$ cat config.mk
export PLATFORM = sky130hd
export DESIGN_NAME = seg7_mux_display
export DESIGN_NICKNAME = d
export VERILOG_FILES = /design/src/rtl/seg7_pkg.sv /design/src/rtl/seg7_hex_decoder.sv /design/src/rtl/seg7_mux_display.sv
export SDC_FILE = /design/constraint.sdc
export NUM_CORES = 1
export LEC_CHECK = 0
export ABC_CLOCK_PERIOD_IN_PS = 2700
export BUFFER_PORTS_ARGS = -buffer_cell sky130_fd_sc_hd__buf_4
export CAP_MARGIN = 0
export CORE_MARGIN = 3
export CORE_UTILIZATION = 35
export CTS_CLUSTER_DIAMETER = 60
export DETAILED_ROUTE_END_ITERATION = 6
export PLACE_DENSITY = 0.53
export SLEW_MARGIN = 15
export SYNTH_ARGS = -nofsm -noshare
export SYNTH_HDL_FRONTEND = slang
export SYNTH_HIERARCHICAL = 1
export SYNTH_SLANG_ARGS = --single-unit
$ cat constraint.sdc
create_clock -name clk -period 2.7 [get_ports clk]
set_clock_uncertainty 0.1 [all_clocks]
set_input_delay 0.27 -clock clk [delete_from_list [all_inputs] [get_ports clk]]
set_output_delay 0.27 -clock clk [all_outputs]
set_load 0.05 [all_outputs]
$ cat src/rtl/seg7_pkg.sv
// Shared constants, glyph table and FSM states
// for the multiplexed 7-segment display driver.
package seg7_pkg;

  localparam logic [6:0] SEG_BLANK = 7'h7F;
  localparam logic [6:0] SEG_DASH  = 7'b0111111;

  // Active-low {g,f,e,d,c,b,a}; entry k is the glyph for nibble k.
  localparam logic [15:0][6:0] HEX_GLYPH = {
    7'h0E, 7'h06, 7'h21, 7'h46,
    7'h03, 7'h08, 7'h10, 7'h00,
    7'h78, 7'h02, 7'h12, 7'h19,
    7'h30, 7'h24, 7'h79, 7'h40
  };

  typedef enum logic [1:0] {
    S_IDLE,
    S_CONV,
    S_COMMIT
  } state_t;

endpackage

$ cat src/rtl/seg7_hex_decoder.sv
// Nibble to active-low segment pattern,
// with dash taking priority over blank.
module seg7_hex_decoder
  import seg7_pkg::*;
(
  input  logic [3:0] digit,
  input  logic       blank,
  input  logic       dash,
  output logic [6:0] seg
);

  always_comb begin
    seg = HEX_GLYPH[digit];
    unique case (1'b1)
      dash:           seg = SEG_DASH;
      blank && !dash: seg = SEG_BLANK;
      default:        seg = HEX_GLYPH[digit];
    endcase
  end

endmodule

$ cat src/rtl/seg7_mux_display.sv
// Binary-to-BCD/hex converter with a scanned,
// time-multiplexed 7-segment output stage.
module seg7_mux_display
  import seg7_pkg::*;
#(
  parameter int NUM_DIGITS  = 4,
  parameter int DATA_W      = 8,
  parameter int REFRESH_DIV = 50000
) (
  input  logic                  clk,
  input  logic                  rst_n,
  input  logic [DATA_W-1:0]     value,
  input  logic                  load,
  input  logic                  hex_mode,
  input  logic                  blank_lz,
  output logic [6:0]            seg_n,
  output logic [NUM_DIGITS-1:0] an_n,
  output logic                  busy,
  output logic                  done,
  output logic                  ovf
);

  localparam int BCD_W = NUM_DIGITS * 4;
  localparam int IDX_W = (NUM_DIGITS > 1) ? $clog2(NUM_DIGITS) : 1;
  localparam int PRE_W = $clog2(REFRESH_DIV);
  localparam int CNT_W = $clog2(DATA_W + 1);

  state_t state, state_nx;

  logic [DATA_W-1:0] bin_q;
  logic [BCD_W-1:0]  bcd_q;
  logic [BCD_W-1:0]  adj;
  logic [CNT_W-1:0]  cnt_q;
  logic              ovf_acc;
  logic              blz_q;
  logic [BCD_W-1:0]  disp_q;
  logic              disp_blz;
  logic [PRE_W-1:0]  presc;
  logic [IDX_W-1:0]  idx;
  logic [3:0]        sel_digit;
  logic              upper_zero;
  logic              blank_c;
  logic [6:0]        seg_c;

  always_ff @(posedge clk or negedge rst_n) begin
    if (!rst_n) state <= S_IDLE;
    else        state <= state_nx;
  end

  always_comb begin
    state_nx = state;
    unique case (state)
      S_IDLE:
        if (load) state_nx = hex_mode ? S_COMMIT : S_CONV;
      S_CONV:
        if (cnt_q == CNT_W'(DATA_W - 1)) state_nx = S_COMMIT;
      S_COMMIT:
        state_nx = S_IDLE;
      default:
        state_nx = S_IDLE;
    endcase
  end

  always_comb begin
    busy = (state != S_IDLE);
  end

  // Add-3 correction applied to every BCD digit before each shift.
  always_comb begin
    adj = bcd_q;
    for (int k = 0; k < NUM_DIGITS; k++) begin
      if (bcd_q[4*k +: 4] >= 4'd5)
        adj[4*k +: 4] = 4'(bcd_q[4*k +: 4] + 4'd3);
    end
  end

  always_ff @(posedge clk or negedge rst_n) begin
    if (!rst_n) begin
      bin_q    <= '0;
      bcd_q    <= '0;
      cnt_q    <= '0;
      ovf_acc  <= 1'b0;
      blz_q    <= 1'b0;
      disp_q   <= '0;
      disp_blz <= 1'b0;
      ovf      <= 1'b0;
      done     <= 1'b0;
    end else begin
      done <= 1'b0;
      unique case (state)
        S_IDLE: if (load) begin
          bin_q   <= value;
          blz_q   <= blank_lz;
          cnt_q   <= '0;
          ovf_acc <= 1'b0;
          bcd_q   <= hex_mode ? BCD_W'(value) : '0;
        end
        S_CONV: begin
          bcd_q   <= {adj[BCD_W-2:0], bin_q[DATA_W-1]};
          bin_q   <= bin_q << 1;
          ovf_acc <= ovf_acc | adj[BCD_W-1];
          cnt_q   <= cnt_q + 1'b1;
        end
        S_COMMIT: begin
          disp_q   <= bcd_q;
          disp_blz <= blz_q;
          ovf      <= ovf_acc;
          done     <= 1'b1;
        end
        default: ;
      endcase
    end
  end

  // A digit is blank when it and every digit above it are zero.
  always_comb begin
    sel_digit  = disp_q[int'(idx)*4 +: 4];
    upper_zero = 1'b1;
    for (int k = 0; k < NUM_DIGITS; k++) begin
      if (k >= int'(idx) && disp_q[4*k +: 4] != 4'd0)
        upper_zero = 1'b0;
    end
    blank_c = disp_blz && (idx != '0) && upper_zero;
  end

  seg7_hex_decoder u_dec (
    .digit (sel_digit),
    .blank (blank_c),
    .dash  (ovf),
    .seg   (seg_c)
  );

  always_ff @(posedge clk or negedge rst_n) begin
    if (!rst_n) begin
      presc <= '0;
      idx   <= '0;
      seg_n <= SEG_BLANK;
      an_n  <= '1;
    end else begin
      if (presc == PRE_W'(REFRESH_DIV - 1)) begin
        presc <= '0;
        idx   <= (idx == IDX_W'(NUM_DIGITS - 1)) ? '0 : idx + 1'b1;
      end else begin
        presc <= presc + 1'b1;
      end
      seg_n <= seg_c;
      an_n  <= ~(NUM_DIGITS'(1) << idx);
    end
  end

endmodule

==> implementation parameters, run 1 <==
Parameter                              Value

Worst setup path
  CP startpoint    idx[0]
  Gate family responsible for the most delay along the worst path    multiplexers
  Endpoint type of the worst setup path    flop
  Startpoint type of the worst setup path    flop
  Startpoint-to-endpoint class of the critical path    flop to flop
  Launching point of the worst reg2reg path    idx[0]
  Worst path slowest cell    sky130_fd_sc_hd__mux4_2
  Signal arrival time at the worst endpoint    2.38 ns
  Worst stage delay on the critical path    0.64 ns
  CP max FO    10
  Critical path cell sequence    mux4_2 > inv_1 > ha_1 > nand2b_4 > a21boi_1 > o211ai_1
  Required time of the worst setup path    2.84 ns
  Number of buffer and inverter stages on the critical path    1

Yosys
  Yosys warning count    6
  Most instantiated flip-flop cell in the synthesis netlist    sky130_fd_sc_hd__dfrtp_1
  Netlist area before placement    0.00401 sq mm
  Share of flip-flops with an asynchronous set or reset after synthesis    100%
  Number of instances in the synthesized netlist    374
  Number of unique standard cell types used by synthesis    49
  Fraction of synthesized area in multiplexers    7.45%
  Count of state elements after synthesis    80
  Compound-gate portion of the synthesized area    10.5%
  Sequential-to-total area share from yosys stat    50.2%
  Syn nets    409
  Area fraction in and, or, nand and nor cells after synthesis    15.9%
  Syn_area_per_cell    10.7 sq um
  Largest family of logic cells by synthesized area    simple AND/OR/NAND/NOR gates
  Xor/xnor cell area share of the yosys netlist    4.58%
  EDFF count, synth    0
  Post-Synth Adder-Cell Area    6.86%

Floorplan
  Die Area    0.0128 sq mm
  Rows    38
  Core region area    0.0110 sq mm
  DIE HEIGHT    113 microns
  Starting utilization of the core area    36.4%
  IO Pins    27
  Horizontal die dimension    113 microns

Clock network
  Root Driver    sky130_fd_sc_hd__clkbuf_16
  Cells resized by post-CTS repair    0
  TritonCTS sink count    80
  Postcts setup bufs    0
  Number of buffers created by CTS    9
  Post-CTS clock slew at the launch and capture registers of the worst setup and hold paths    0.06 ns
  TritonCTS clock tree    built
  Insertion delay of the later-clocked pin in the worst-skew pair    0.34 ns
  Maximum buffer depth of the clock tree    2
  Total of hold buffers inserted after clock tree synthesis    2
  H-tree level count    3

Pwr
  P per Cell Area    1070 mW/mm^2
  Power Total    4.99 mW
  Worst vdd ir    0.684 mV
  Total leakage power    2.09 nW

STA
  Final-layout worst hold slack    0.0255 ns
  Slew of the pin with the lowest slew margin    0.960 ns
  Final period utilization    82.9%
  Final Max Slew Viols    0
  Setup total negative slack    0 ns
  Rel. slew slack    36.0%
  Shortest clock period the worst path allows after layout    2.24 ns
  RSZ-0062 raised after global routing    false
  Fin. Hold Viols    0
  Max Clock Freq    447 MHz
  Crit path setup slack, layout    0.462 ns
  Final setup viols    0

Route
  Final antenna-violating net count    0
  Wirelength, routed    7.75 mm
  Number of violations reported at the end of detailed-routing iteration 0    100
  DRC viols    0
  Mean number of vias per cell    5.08
  First-pass iteration count of the detailed router    4
  Routed via count    2783
  Routed len/inst    14.1 microns

Hold path
  Hold_sp    blank_lz
  Classification of the worst-slack hold path    input port to flop

Final layout
  Commonest non-fill, non-tap cells in the layout    sky130_fd_sc_hd__dfrtp_1 (69), sky130_fd_sc_hd__nand2_1 (42), sky130_fd_sc_hd__o21ai_0 (30), sky130_fd_sc_hd__buf_4 (30), sky130_fd_sc_hd__inv_1 (23)
  Antenna Diode Count    0
  Fill cell count    1087
  Fraction of final layout cells with drive strength greater than 1    21.1%
  Final layout net count    438
  Multi-input gate area    0.00182 sq mm
  Most common cell after layout, fill and taps aside    sky130_fd_sc_hd__dfrtp_1
  Final core utilization    42.3%
  Area occupied by registers    0.00202 sq mm
  Area growth from synthesis to final layout    16.2%

GRT
  Total Routing Usage GR    13.1%
  Via count of the first global-routing pass    2728
  Total congestion overflow after global routing    0
  Wire length of the first global-routing pass    13.4 mm
  Antenna violations before repair    0
  Pin count of the biggest net entering global routing    49

Place
  Routability Congestion    0.825
  Estimated wirelength of the detail-placed design    5.39 mm
  Worst setup timing slack at the placement stage    0.458 ns
  Port Buf Inserts    26

Outcome
  Result of the run    finished clean

Job
  Max Cap Violations    0
Yosys cell counts (all sizes together) (4+ instances only):
cell    count  area share, %
dfrtp      69             43
nand3      18            2.4
nand2      42            3.9
xor2        9            2.0
nor4        6           0.94
ha         22            6.9
inv        23            2.2
nand2b      8            1.4
xnor2      12            2.6
o21ai      31            3.9
a21oi       9            1.1
nor2       22            2.4
a22oi      12            2.2
nand4       5           0.78
clkbuf      5           0.72
buf        10            1.6
mux4        4            2.2
nor3       10            1.4
mux2       17            5.0
dfstp      11            7.2
tightest hold or removal path: stages:
cell	delay (ns)
sky130_fd_sc_hd__buf_4	0.08
sky130_fd_sc_hd__nand2_1	0.04
sky130_fd_sc_hd__nand2_1	0.04
routing by layer:
metal  routed length, microns  vias to the layer above  track usage (%)  share of wire (%)
met1                     3740                     1346             17.1                 48
met2                     3500                       53             20.5                 45
met3                      358                       14             3.85                4.6
met5                        0                        -                0                  0
li1                         -                     1370                -                  -
met4                      148                        0             5.61                1.9
report_power, final:
part | internal, mW | total, mW | switching, mW
Clock | 0.768 | 1.23 | 0.461
Combinational | 0.765 | 1.88 | 1.11
Sequential | 1.60 | 1.88 | 0.280
per-stage QoR:
step / area, sq um / instances
finish: 4660 / 548
global route: 4660 / 548
CTS: 4660 / 548
detailed placement: 4340 / 530
global placement: 4340 / 530
floorplan: 4010 / 374
layout make-up:
class / instances / share of cell area (%)
Sequential cell: 80 / 43.2
Clock buffer: 14 / 5.66
Clock inverter: 2 / 0.805
Multi-Input combinational cell: 256 / 39.0
Tap cell: 140 / 3.76
Timing Repair Buffer: 33 / 5.69
Inverter: 23 / 1.85
worst paths after layout:
| check | to | slack [ns] | depth (start not counted) |
|---|---|---|---|
| max | seg_n[1] | 0.46 | 6 |
| min | blz_q | 0.03 | 3 |
| max reg2reg | seg_n[1] | 0.46 | 6 |
| min reg2reg | seg_n[6] | 0.36 | 1 |
| max in group asynchronous | cnt_q[1] | 1.49 | 3 |
| min in group asynchronous | presc[12] | 0.40 | 2 |
state kept, by name (all words and copies together) (netlist names):
register,flops
an_n,4
bcd_q,16
bin_q,8
blz_q,1
cnt_q,4
disp_blz,1
disp_q,16
done,1
idx,2
ovf,1
ovf_acc,1
presc,16
seg_n,7
state,2
cells by family (layout without fill, tap and decap cells):
| group | Yosys count | in the layout |
|---|---|---|
| AOI/OAI and AO/OA | 68 | 68 |
| DFF | 80 | 80 |
| xor gates and xnor gates | 21 | 21 |
| buffers and inverters | 38 | 72 |
| and+or+nand+nor | 123 | 123 |
| adders and majority gates | 22 | 22 |
| muxes | 22 | 22 |
Power figures use the tool's default switching activity.
==> run 2: changes to the inputs <==
--- a/config.mk
+++ b/config.mk
@@ -5,7 +5,8 @@
 export SDC_FILE = /design/constraint.sdc
 export NUM_CORES = 1
 export LEC_CHECK = 0
-export ABC_CLOCK_PERIOD_IN_PS = 2700
+export ABC_AREA = 1
+export ABC_CLOCK_PERIOD_IN_PS = 2200
 export BUFFER_PORTS_ARGS = -buffer_cell sky130_fd_sc_hd__buf_4
 export CAP_MARGIN = 0
 export CORE_MARGIN = 3
==> constraint.sdc (replaced) <==
create_clock -name clk -period 2.2 [get_ports clk]
set_clock_uncertainty 0.1 [all_clocks]
set_input_delay 0.22 -clock clk [delete_from_list [all_inputs] [get_ports clk]]
set_output_delay 0.22 -clock clk [all_outputs]
set_load 0.05 [all_outputs]
==> implementation parameters, run 2 <==
Parameter                              Value

Pwr
  Worst vdd ir    0.498 mV
  Power Total    6.12 mW
  P per Cell Area    1240 mW/mm^2
  Total leakage power    2.39 nW

Job
  Max Cap Violations    0

Route
  First-pass iteration count of the detailed router    4
  Wirelength, routed    8.55 mm
  Routed len/inst    12.2 microns
  Final antenna-violating net count    0
  DRC viols    0
  Number of violations reported at the end of detailed-routing iteration 0    147
  Mean number of vias per cell    4.68
  Routed via count    3285

Yosys
  Count leader, synth    sky130_fd_sc_hd__nand2_1
  Area share of the largest cell type after synthesis    41.4%
  Most instantiated flip-flop cell in the synthesis netlist    sky130_fd_sc_hd__dfrtp_1
  Syn nets    549
  Netlist area before placement    0.00417 sq mm
  Number of instances in the synthesized netlist    514
  Cell type with the largest total area after synthesis    sky130_fd_sc_hd__dfrtp_1
  EDFF count, synth    0
  Post-synth top cells    sky130_fd_sc_hd__nand2_1 (127), sky130_fd_sc_hd__dfrtp_1 (69), sky130_fd_sc_hd__inv_1 (68), sky130_fd_sc_hd__o21ai_0 (54), sky130_fd_sc_hd__nor2_1 (47)
  Area contributors post-synth    sky130_fd_sc_hd__dfrtp_1 (41%), sky130_fd_sc_hd__nand2_1 (11%), sky130_fd_sc_hd__dfstp_2 (6.9%)
  Share of flip-flops with an asynchronous set or reset after synthesis    100%
  Yosys warning count    6
  Syn_area_per_cell    8.12 sq um
  Number of unique standard cell types used by synthesis    29
  Sequential-to-total area share from yosys stat    48.3%
  Count of state elements after synthesis    80

Worst setup path
  CP max FO    8
  Signal arrival time at the worst endpoint    2.00 ns
  Library cell appearing most often on the critical path    sky130_fd_sc_hd__nand2_1
  Critical path cell sequence    inv_1 > o21ai_0 > o22ai_1 > buf_4 > ha_1 > nand2_1 > o21ai_2 > nand2_1 > a21oi_2
  Required time of the worst setup path    2.37 ns
  Gate family responsible for the most delay along the worst path    compound AO/OA/AOI/OAI gates
  Worst path slowest cell    sky130_fd_sc_hd__dfrtp_1
  Startpoint-to-endpoint class of the critical path    flop to flop
  Slack of the worst reg-to-reg path    0.37 ns
  Launching point of the worst reg2reg path    idx[1]
  Number of cells on the worst reg-to-reg path    9
  Reg-to-reg critical path endpoint    seg_n[6]
  Startpoint type of the worst setup path    flop
  Worst stage delay on the critical path    0.47 ns
  Endpoint type of the worst setup path    flop
  Number of buffer and inverter stages on the critical path    2

STA
  Setup total negative slack    0 ns
  RSZ-0062 raised after global routing    false
  Final setup viols    0
  Max Clock Freq    548 MHz
  Rel. slew slack    63.9%
  Final period utilization    83.0%
  Final Max Slew Viols    0
  Shortest clock period the worst path allows after layout    1.83 ns
  Slew of the pin with the lowest slew margin    0.542 ns
  Fin. Hold Viols    0

Place
  Instance area after placement    0.00457 sq mm
  Port Buf Inserts    26
  Routability Congestion    0.832
  Estimated wirelength of the detail-placed design    6.26 mm
  Placed Instances    683

Clock network
  Insertion delay of the later-clocked pin in the worst-skew pair    0.34 ns
  Cells resized by post-CTS repair    0
  Number of buffers created by CTS    9
  Root Driver    sky130_fd_sc_hd__clkbuf_16
  TritonCTS sink count    80
  TritonCTS clock tree    built
  Maximum buffer depth of the clock tree    2
  H-tree level count    3
  Post-CTS clock slew at the launch and capture registers of the worst setup and hold paths    0.06 ns

Floorplan
  Starting utilization of the core area    36.2%
  Die Area    0.0133 sq mm
  DIE HEIGHT    115 microns
  Rows    39
  Core region area    0.0115 sq mm
  IO Pins    27
  Horizontal die dimension    115 microns

Final layout
  Final layout net count    589
  Fill cell count    1150
  Commonest non-fill, non-tap cells in the layout    sky130_fd_sc_hd__nand2_1 (127), sky130_fd_sc_hd__dfrtp_1 (69), sky130_fd_sc_hd__inv_1 (68)
  Fraction of final layout cells with drive strength greater than 1    13.1%
  Largest registers    bcd_q (16), disp_q (16), presc (16)
  Most common cell after layout, fill and taps aside    sky130_fd_sc_hd__nand2_1
  Non-filler instance count after layout    702
  Area growth from synthesis to final layout    18.1%
  Antenna Diode Count    0
  Final core utilization    42.8%
  Layout Cell Area excl Fill    0.00493 sq mm

GRT
  Total congestion overflow after global routing    0
  Total Routing Usage GR    13.9%
  Via count of the first global-routing pass    3095
  Antenna violations before repair    0
  Wire length of the first global-routing pass    14.7 mm
  Pin count of the biggest net entering global routing    44

Hold path
  Classification of the worst-slack hold path    input port to flop
  Hold_sp    value[3]
  Hold path depth    3
  Endpoint, Worst Hold    bin_q[3]

Outcome
  Result of the run    finished clean
[run 2: cell types whose count changed after synthesis, sizes merged, moves of 5 or more]
cell and delta:
inv +49, xnor2 -12, nand3 +20, o21ai +34
nor2 +26, nor3 -6, nand2b -8, a22oi -9
mux2 -17, nand2 +86, nor4 -5
[run 2: logic make-up (layout without fill, tap and decap cells)]
kind of cell / Yosys count / count (layout) / share of synthesized area [%]
buffers and inverters: 84 / 129 / 8.28
adder cells (fa/ha/maj): 22 / 22 / 6.60
AO/OA/AOI/OAI: 93 / 93 / 12.2
AND/OR/NAND/NOR: 224 / 224 / 22.3
XOR/XNOR: 11 / 11 / 2.31
flip-flops: 80 / 80 / 48.3
[run 2: how the worst max path moves through the flow]
stage	from	cells past startpoint	to
global placement	idx[1]	8	seg_n[3]
floorplan	idx[0]	10	seg_n[3]
finish	idx[1]	9	seg_n[6]
detailed placement	idx[1]	8	seg_n[3]
CTS	idx[1]	9	seg_n[6]
global route	idx[1]	8	seg_n[3]
[run 2: layout make-up]
class                           instances  area (sq um)  area share (%)
Clock inverter                          3          65.1            1.32
Sequential cell                        80          2020            40.9
Tap cell                              143           179            3.63
Clock buffer                           13           260            5.28
Inverter                               72           270            5.48
Multi-Input combinational cell        350          1810            36.7
Timing Repair Buffer                   41           328            6.65
[run 2: what timing repair did]
| item | CTS | global route |
|---|---|---|
| buffers inserted | 0 | 0 |
| endpoints found under the hold margin | 32 | 0 |
| hold buffers | 3 | 0 |
[run 2: routing by layer]
layer / vias to the layer above / share of wire [%] / track usage, %
met1: 1501 / 51 / 19.3
met3: 13 / 3.0 / 2.79
met2: 44 / 44 / 21.0
li1: 1727 / - / -
met4: 0 / 1.8 / 6.10
met5: - / 0 / 0
[run 2: tightest hold or removal path, delay by kind of cell]
kind            cells  cell delay (ns)
buf+inv             1             0.09
compound gates      1             0.06
simple gates        1             0.06
[run 2: where the power goes]
group / switching, mW / leakage [nW] / internal (mW)
logic: 1.40 / 1.21 / 0.799
registers: 0.330 / 1.02 / 1.95
clock network: 0.587 / 0.160 / 1.06
total: 2.32 / 2.39 / 3.81
[run 2: per-stage QoR]
stage,setup slack (ns),hold slack [ns]
after detailed placement,0.381,0.146
after global routing,0.204,0.0233
after global placement,0.435,0.146
after CTS,0.380,0.00856
after floorplan,0.173,-0.176
final,0.374,0.0178
